File: src/rtl/comparator_pkg.sv
// rtl/comparator_pkg.sv - shared constants, flag type and combine helper for comparator_stream
//
// Purpose: default widths and the {lt, eq, gt} flag triple shared by the
// comparator top level and its half-width slice.
package comparator_pkg;

  localparam int DEFAULT_DATA_WIDTH  = 8;
  localparam int DEFAULT_COUNT_WIDTH = 8;

  typedef struct packed {
    logic lt;
    logic eq;
    logic gt;
  } cmp_flags_t;

  localparam cmp_flags_t FLAGS_NONE = '{lt: 1'b0, eq: 1'b0, gt: 1'b0};

  // The upper half decides the ordering unless it ties, then the lower half does.
  function automatic cmp_flags_t combine_flags(input cmp_flags_t hi, input cmp_flags_t lo);
    return hi.eq ? lo : hi;
  endfunction

endpackage

File: src/rtl/comparator_slice.sv
// rtl/comparator_slice.sv - combinational unsigned compare of one operand slice
//
// Purpose: unsigned magnitude compare of two WIDTH-bit slices.
// Ports:
//   a_i     - slice of operand A
//   b_i     - slice of operand B
//   flags_o - {lt, eq, gt}; exactly one bit is set
module comparator_slice
  import comparator_pkg::*;
#(
  parameter int WIDTH = 4
) (
  input  logic [WIDTH-1:0] a_i,
  input  logic [WIDTH-1:0] b_i,
  output cmp_flags_t       flags_o
);

  always_comb begin
    flags_o    = FLAGS_NONE;
    flags_o.lt = (a_i < b_i);
    flags_o.eq = (a_i == b_i);
    flags_o.gt = (a_i > b_i);
  end

endmodule

File: src/rtl/comparator_stream.sv
// rtl/comparator_stream.sv - 2-stage streaming signed/unsigned comparator with equal counter
//
// Purpose: compares operand pairs through a two-stage valid/ready pipeline.
// Stage 1 registers independent compares of the upper and lower operand
// halves; stage 2 registers the combined flag triple. Equal results that
// leave the block are counted with saturation.
// Ports:
//   Clock_In             - clock, rising edge
//   Reset_In             - asynchronous active-high reset
//   Valid_In / Ready_Out - input handshake
//   Signed_Mode_In       - 1: two's-complement compare, 0: unsigned
//   Data_A_In, Data_B_In - operands
//   Valid_Out / Ready_In - output handshake
//   A_Less_Than_B_Out, A_Equal_To_B_Out, A_Greater_Than_B_Out - result flags
//   Clear_Count_In       - synchronous clear of the equal counter
//   Equal_Count_Out      - saturating count of delivered equal results
module comparator_stream
  import comparator_pkg::*;
#(
  parameter int DATA_WIDTH  = DEFAULT_DATA_WIDTH,
  parameter int COUNT_WIDTH = DEFAULT_COUNT_WIDTH
) (
  input  logic                   Clock_In,
  input  logic                   Reset_In,
  input  logic                   Valid_In,
  output logic                   Ready_Out,
  input  logic                   Signed_Mode_In,
  input  logic [DATA_WIDTH-1:0]  Data_A_In,
  input  logic [DATA_WIDTH-1:0]  Data_B_In,
  output logic                   Valid_Out,
  input  logic                   Ready_In,
  output logic                   A_Less_Than_B_Out,
  output logic                   A_Equal_To_B_Out,
  output logic                   A_Greater_Than_B_Out,
  input  logic                   Clear_Count_In,
  output logic [COUNT_WIDTH-1:0] Equal_Count_Out
);

  localparam int HALF = DATA_WIDTH / 2;
  localparam logic [COUNT_WIDTH-1:0] COUNT_MAX = '1;

  // Inverting the MSBs maps two's-complement order onto unsigned order.
  // Only the upper slice holds the MSB, so the mode touches only that slice.
  logic [DATA_WIDTH-1:0] a_adj;
  logic [DATA_WIDTH-1:0] b_adj;

  always_comb begin
    a_adj = Data_A_In;
    b_adj = Data_B_In;
    a_adj[DATA_WIDTH-1] = Data_A_In[DATA_WIDTH-1] ^ Signed_Mode_In;
    b_adj[DATA_WIDTH-1] = Data_B_In[DATA_WIDTH-1] ^ Signed_Mode_In;
  end

  cmp_flags_t hi_cmp;
  cmp_flags_t lo_cmp;

  comparator_slice #(.WIDTH(HALF)) u_slice_hi (
    .a_i     (a_adj[DATA_WIDTH-1:HALF]),
    .b_i     (b_adj[DATA_WIDTH-1:HALF]),
    .flags_o (hi_cmp)
  );

  comparator_slice #(.WIDTH(HALF)) u_slice_lo (
    .a_i     (a_adj[HALF-1:0]),
    .b_i     (b_adj[HALF-1:0]),
    .flags_o (lo_cmp)
  );

  logic                   s1_valid_q, s1_valid_d;
  cmp_flags_t             s1_hi_q, s1_hi_d;
  cmp_flags_t             s1_lo_q, s1_lo_d;
  logic                   s2_valid_q, s2_valid_d;
  cmp_flags_t             s2_flags_q, s2_flags_d;
  logic [COUNT_WIDTH-1:0] count_q, count_d;

  logic s1_adv;
  logic s2_adv;
  logic out_xfer;

  always_comb begin
    s2_adv   = !s2_valid_q || Ready_In;
    s1_adv   = !s1_valid_q || s2_adv;
    out_xfer = s2_valid_q && Ready_In;

    s1_valid_d = s1_valid_q;
    s1_hi_d    = s1_hi_q;
    s1_lo_d    = s1_lo_q;
    s2_valid_d = s2_valid_q;
    s2_flags_d = s2_flags_q;
    count_d    = count_q;

    if (s1_adv) begin
      s1_valid_d = Valid_In;
      s1_hi_d    = hi_cmp;
      s1_lo_d    = lo_cmp;
    end

    // An empty slot moving into stage 2 forces the flags low so they are
    // all zero whenever Valid_Out is low.
    if (s2_adv) begin
      s2_valid_d = s1_valid_q;
      s2_flags_d = s1_valid_q ? combine_flags(s1_hi_q, s1_lo_q) : FLAGS_NONE;
    end

    if (Clear_Count_In) begin
      count_d = '0;
    end else if (out_xfer && s2_flags_q.eq && (count_q != COUNT_MAX)) begin
      count_d = count_q + 1'b1;
    end
  end

  always_ff @(posedge Clock_In or posedge Reset_In) begin
    if (Reset_In) begin
      s1_valid_q <= 1'b0;
      s1_hi_q    <= FLAGS_NONE;
      s1_lo_q    <= FLAGS_NONE;
      s2_valid_q <= 1'b0;
      s2_flags_q <= FLAGS_NONE;
      count_q    <= '0;
    end else begin
      s1_valid_q <= s1_valid_d;
      s1_hi_q    <= s1_hi_d;
      s1_lo_q    <= s1_lo_d;
      s2_valid_q <= s2_valid_d;
      s2_flags_q <= s2_flags_d;
      count_q    <= count_d;
    end
  end

  assign Ready_Out            = s1_adv;
  assign Valid_Out            = s2_valid_q;
  assign A_Less_Than_B_Out    = s2_flags_q.lt;
  assign A_Equal_To_B_Out     = s2_flags_q.eq;
  assign A_Greater_Than_B_Out = s2_flags_q.gt;
  assign Equal_Count_Out      = count_q;

endmodule

File: config.mk
export PLATFORM = sky130hd
export DESIGN_NAME = comparator_stream
export DESIGN_NICKNAME = d
export VERILOG_FILES = /design/src/rtl/comparator_pkg.sv /design/src/rtl/comparator_slice.sv /design/src/rtl/comparator_stream.sv
export SDC_FILE = /design/constraint.sdc
export NUM_CORES = 1
export LEC_CHECK = 0
export CAP_MARGIN = 20
export CORE_MARGIN = 1.5
export CORE_UTILIZATION = 40
export CTS_BUF_LIST = sky130_fd_sc_hd__clkbuf_16
export DETAILED_ROUTE_END_ITERATION = 12
export DONT_BUFFER_PORTS = 1
export PLACE_DENSITY_LB_ADDON = 0.08
export SLEW_MARGIN = 20
export SYNTH_ARGS = -nofsm -noshare
export SYNTH_HDL_FRONTEND = slang
export SYNTH_HIERARCHICAL = 1
export SYNTH_SLANG_ARGS = --single-unit
export TNS_END_PERCENT = 100
File: constraint.sdc
create_clock -name Clock_In -period 1.6 [get_ports Clock_In]
set_clock_uncertainty 0.1 [all_clocks]
set_input_delay 0.32 -clock Clock_In [delete_from_list [all_inputs] [get_ports Clock_In]]
set_output_delay 0.32 -clock Clock_In [all_outputs]
set_load 0.01 [all_outputs]
==> summary.md <==
| Metric | Value |
|---|---|
| Arr. time, crit path | 1.61 ns |
| Final Non-Filler Cells | 164 |
| Final Total Pwr | 1.23 mW |
| Reg-to-Reg Start | Equal_Count_Out[0] |
| Initial antenna violation count | 0 |
| Antenna viol nets, final | 0 |
| Final core utilization | 0.514 |
| Final Max Tran Viols | 0 |
| HPWL after DPL | 1560 µm |
| Delay-heaviest family, CP | simple AND/OR/NAND/NOR gates |
| Post-synth cell types | 31 |
| Startpoint types | flip-flop |
| Total number of H-tree levels | 1 |
| Filler instances | 260 |
| Gate Count Post-Synth | 113 |
| 1st-pass router iterations | 4 |
| Area occupied by multi-input gates | 643 µm² |
| Unrepaired setup endpoints after global routing | no |
| Synth area leaders | dfrtp_1, ha_1, mux2_2 |
| Pin count of the biggest net entering global routing | 20 |
| Port Buffers | 0 |
| WP data required | 1.67 ns |
| Post-synthesis register bit count | 19 |
| Async set-or-reset flop fraction in the synthesized netlist | 1.00 |
| Routed vias/inst | 5.16 |
| FF-to-FF End | Equal_Count_Out[3] |
| Peak supply drop | 0.567 mV |
| Area share of the largest cell type after synthesis | 0.419 |
| Ys Warns | 6 |
| Setup Crit Path Kind | reg -> reg |
| Reg clk slew, reported paths | 0.05 ns |
| Initial Utilization | 0.415 |
| Sequential share of the synthesized area | 0.419 |
| Longest Clk Path Bufs | 2 |
| Fin crit period | 1.53 ns |
| Outcome | complete, no violations |
| Synth Flop Type | dfrtp_1 |
| Cell Chain, Critical Path | nand3_2 -> or2_4 -> buf_4 -> or3_1 -> a21oi_1 |
| GP Congestion | 0.707 |
| F_max | 653 MHz |
| GRT Residual Overflow | 0 |
| Number of global-route vias before repair | 790 |
| Final hold slack | 0.0232 ns |
| Row cnt | 19 |
| Biggest cell delay along the critical path | 0.39 ns |
| First-pass GRT wire length | 3420 µm |
| TritonCTS Buffers | 3 |
| Nets | 165 |
| CTS root buf | clkbuf_16 |
| TritonCTS Sinks | 19 |
| GRT Overall Usage | 0.140 |
| Die Ht | 56.3 µm |
| CTS tree | yes |
| FF-to-FF setup slack | 0.07 ns |
| Post-synth EDFFs | 0 |
| Static leakage | 0.667 nW |
| Worst-Margin Slew | 0.261 ns |
| Crit path buffers/inverters | 1 |
| Hold Path Stages | 1 |
| # IOs | 35 |
| Count leader, synth | dfrtp_1 |
| Post-Syn Area per Cell | 10.0 µm² |
| Synth cell count leaders | dfrtp_1, inv_1, nand2_1 |
| Clk_lat worst skew | 0.25 ns |
| FF/Latch Area | 475 µm² |
| Design area | 1400 µm² |
| Area leader, netlist | dfrtp_1 |
| Remaining DRCs | 0 |
| Chip Width | 56.3 µm |
| Power Density | 876 nW/µm² |
| Total die area | 3170 µm² |
| 1st-iter DRT viols | 17 |
| Worst path slowest cell | dfrtp_1 |
| Wire per inst | 12.1 µm |
| Area Overhead vs Synth | 23.7% |
| Final WL | 1980 µm |
| Core Area | 2730 µm² |
| Hold EP | Equal_Count_Out[5] |
| CP Capture Type | flip-flop |
| DR vias | 846 |
| MaxCap Viol Count | 0 |
| Layout cells sized above 1 | 0.308 |
| Tcrit/Tclk final | 0.958 |
| Antenna Cells | 0 |
| Post-DP Area | 1270 µm² |
| # setup viols final | 0 |
| Worst min path class | in -> reg |
| Worst reg2reg path depth | 5 |
| Post-Syn Area | 1130 µm² |
| Slew headroom | 0.825 |
| Placed Cells | 157 |
| Final hold violations | 0 |
| Synthesized net count | 144 |
| Worst Path Max Fanout | 3 |
| Worst hold start | Clear_Count_In |
[worst register-to-register path, delay by kind of cell, from the launching register on]
kind	cells	cell delay (ns)
buffers and inverters	1	0.13
and+or+nand+nor	3	0.69
AOI/OAI and AO/OA	1	0.15
DFF	1	0.39
[sequential cells by signal, summed over array words and instances (netlist names)]
register,count
Equal_Count_Out,8
s1_hi_q,3
s1_lo_q,3
A_Equal_To_B_Out,1
A_Greater_Than_B_Out,1
A_Less_Than_B_Out,1
Valid_Out,1
s1_valid_q,1
[final cells by class]
class,count,share of cell area
Multi-Input combinational cell,83,0.458
Sequential cell,19,0.339
Timing Repair Buffer,17,0.0927
Clock buffer,3,0.0535
Tap cell,31,0.0276
Inverter,10,0.0267
Clock inverter,1,0.00267
[power by group]
part / total [mW] / internal, mW / switching, mW
clock: 0.502 / 0.332 / 0.170
combinational: 0.175 / 0.0981 / 0.0765
sequential: 0.553 / 0.522 / 0.0315
total: 1.23 / 0.952 / 0.278
[worst max path at each step]
| stage | startpoint | cells past startpoint | slack [ns] | end |
|---|---|---|---|---|
| 3_5_place_dp | Data_B_In[7] | 7 | -0.04 | s1_hi_q[2] |
| 2_1_floorplan | Data_B_In[7] | 7 | 0.01 | s1_hi_q[2] |
| 6_report | Equal_Count_Out[0] | 5 | 0.07 | Equal_Count_Out[3] |
| 3_3_place_gp | Data_B_In[7] | 7 | -0.005 | s1_hi_q[2] |
| 5_1_grt | Valid_Out | 3 | 0.003 | Ready_Out |
| 4_1_cts | Equal_Count_Out[0] | 4 | 0.02 | Equal_Count_Out[5] |
[cells in the final DEF (no fill, tap or decap), drive strengths merged, types with 2 or more instances in the layout]
| cell | n |
|---|---|
| ha | 9 |
| and3 | 2 |
| mux2 | 6 |
| inv | 11 |
| nor3 | 4 |
| and2 | 2 |
| nand2b | 3 |
| nor2b | 4 |
| a21oi | 8 |
| o21bai | 2 |
| or2 | 2 |
| clkbuf | 3 |
| dfrtp | 19 |
| nor2 | 8 |
| mux2i | 3 |
| nand2 | 10 |
| buf | 16 |
| xor2 | 3 |
| o21ai | 5 |
| nand3 | 5 |
[per-layer routing]
metal	track usage	routed length [µm]
met2	0.202	906
met5	0	0
met3	0.0276	104
met4	0.0816	55
met1	0.195	913
[logic make-up (layout without fill, tap and decap cells)]
logic type	Yosys count	in the layout	synth area share
AND/OR/NAND/NOR	43	43	0.208
buffers and inverters	11	31	0.0364
adder cells (fa/ha/maj)	9	9	0.0992
multiplexers	9	9	0.0860
AO/OA/AOI/OAI	19	19	0.128
flip-flops	19	19	0.419
XOR/XNOR	3	3	0.0232
[timing repair]
item	4_1_cts	5_1_grt
endpoints found under the hold margin	19	0
setup buffers	0	2
endpoints found under the setup margin	1	2
hold buffers	1	0
gates resized for setup	2	5
pin swaps	0	6
[stage by stage]
step / setup TNS, ns / worst slack, ns
2_1_floorplan: 0 / 0.0145
3_3_place_gp: -0.00545 / -0.00545
3_5_place_dp: -0.0440 / -0.0440
4_1_cts: 0 / 0.0161
5_1_grt: 0 / 0.00340
6_report: 0 / 0.0679
No activity file was read; power rests on OpenSTA's default activity.
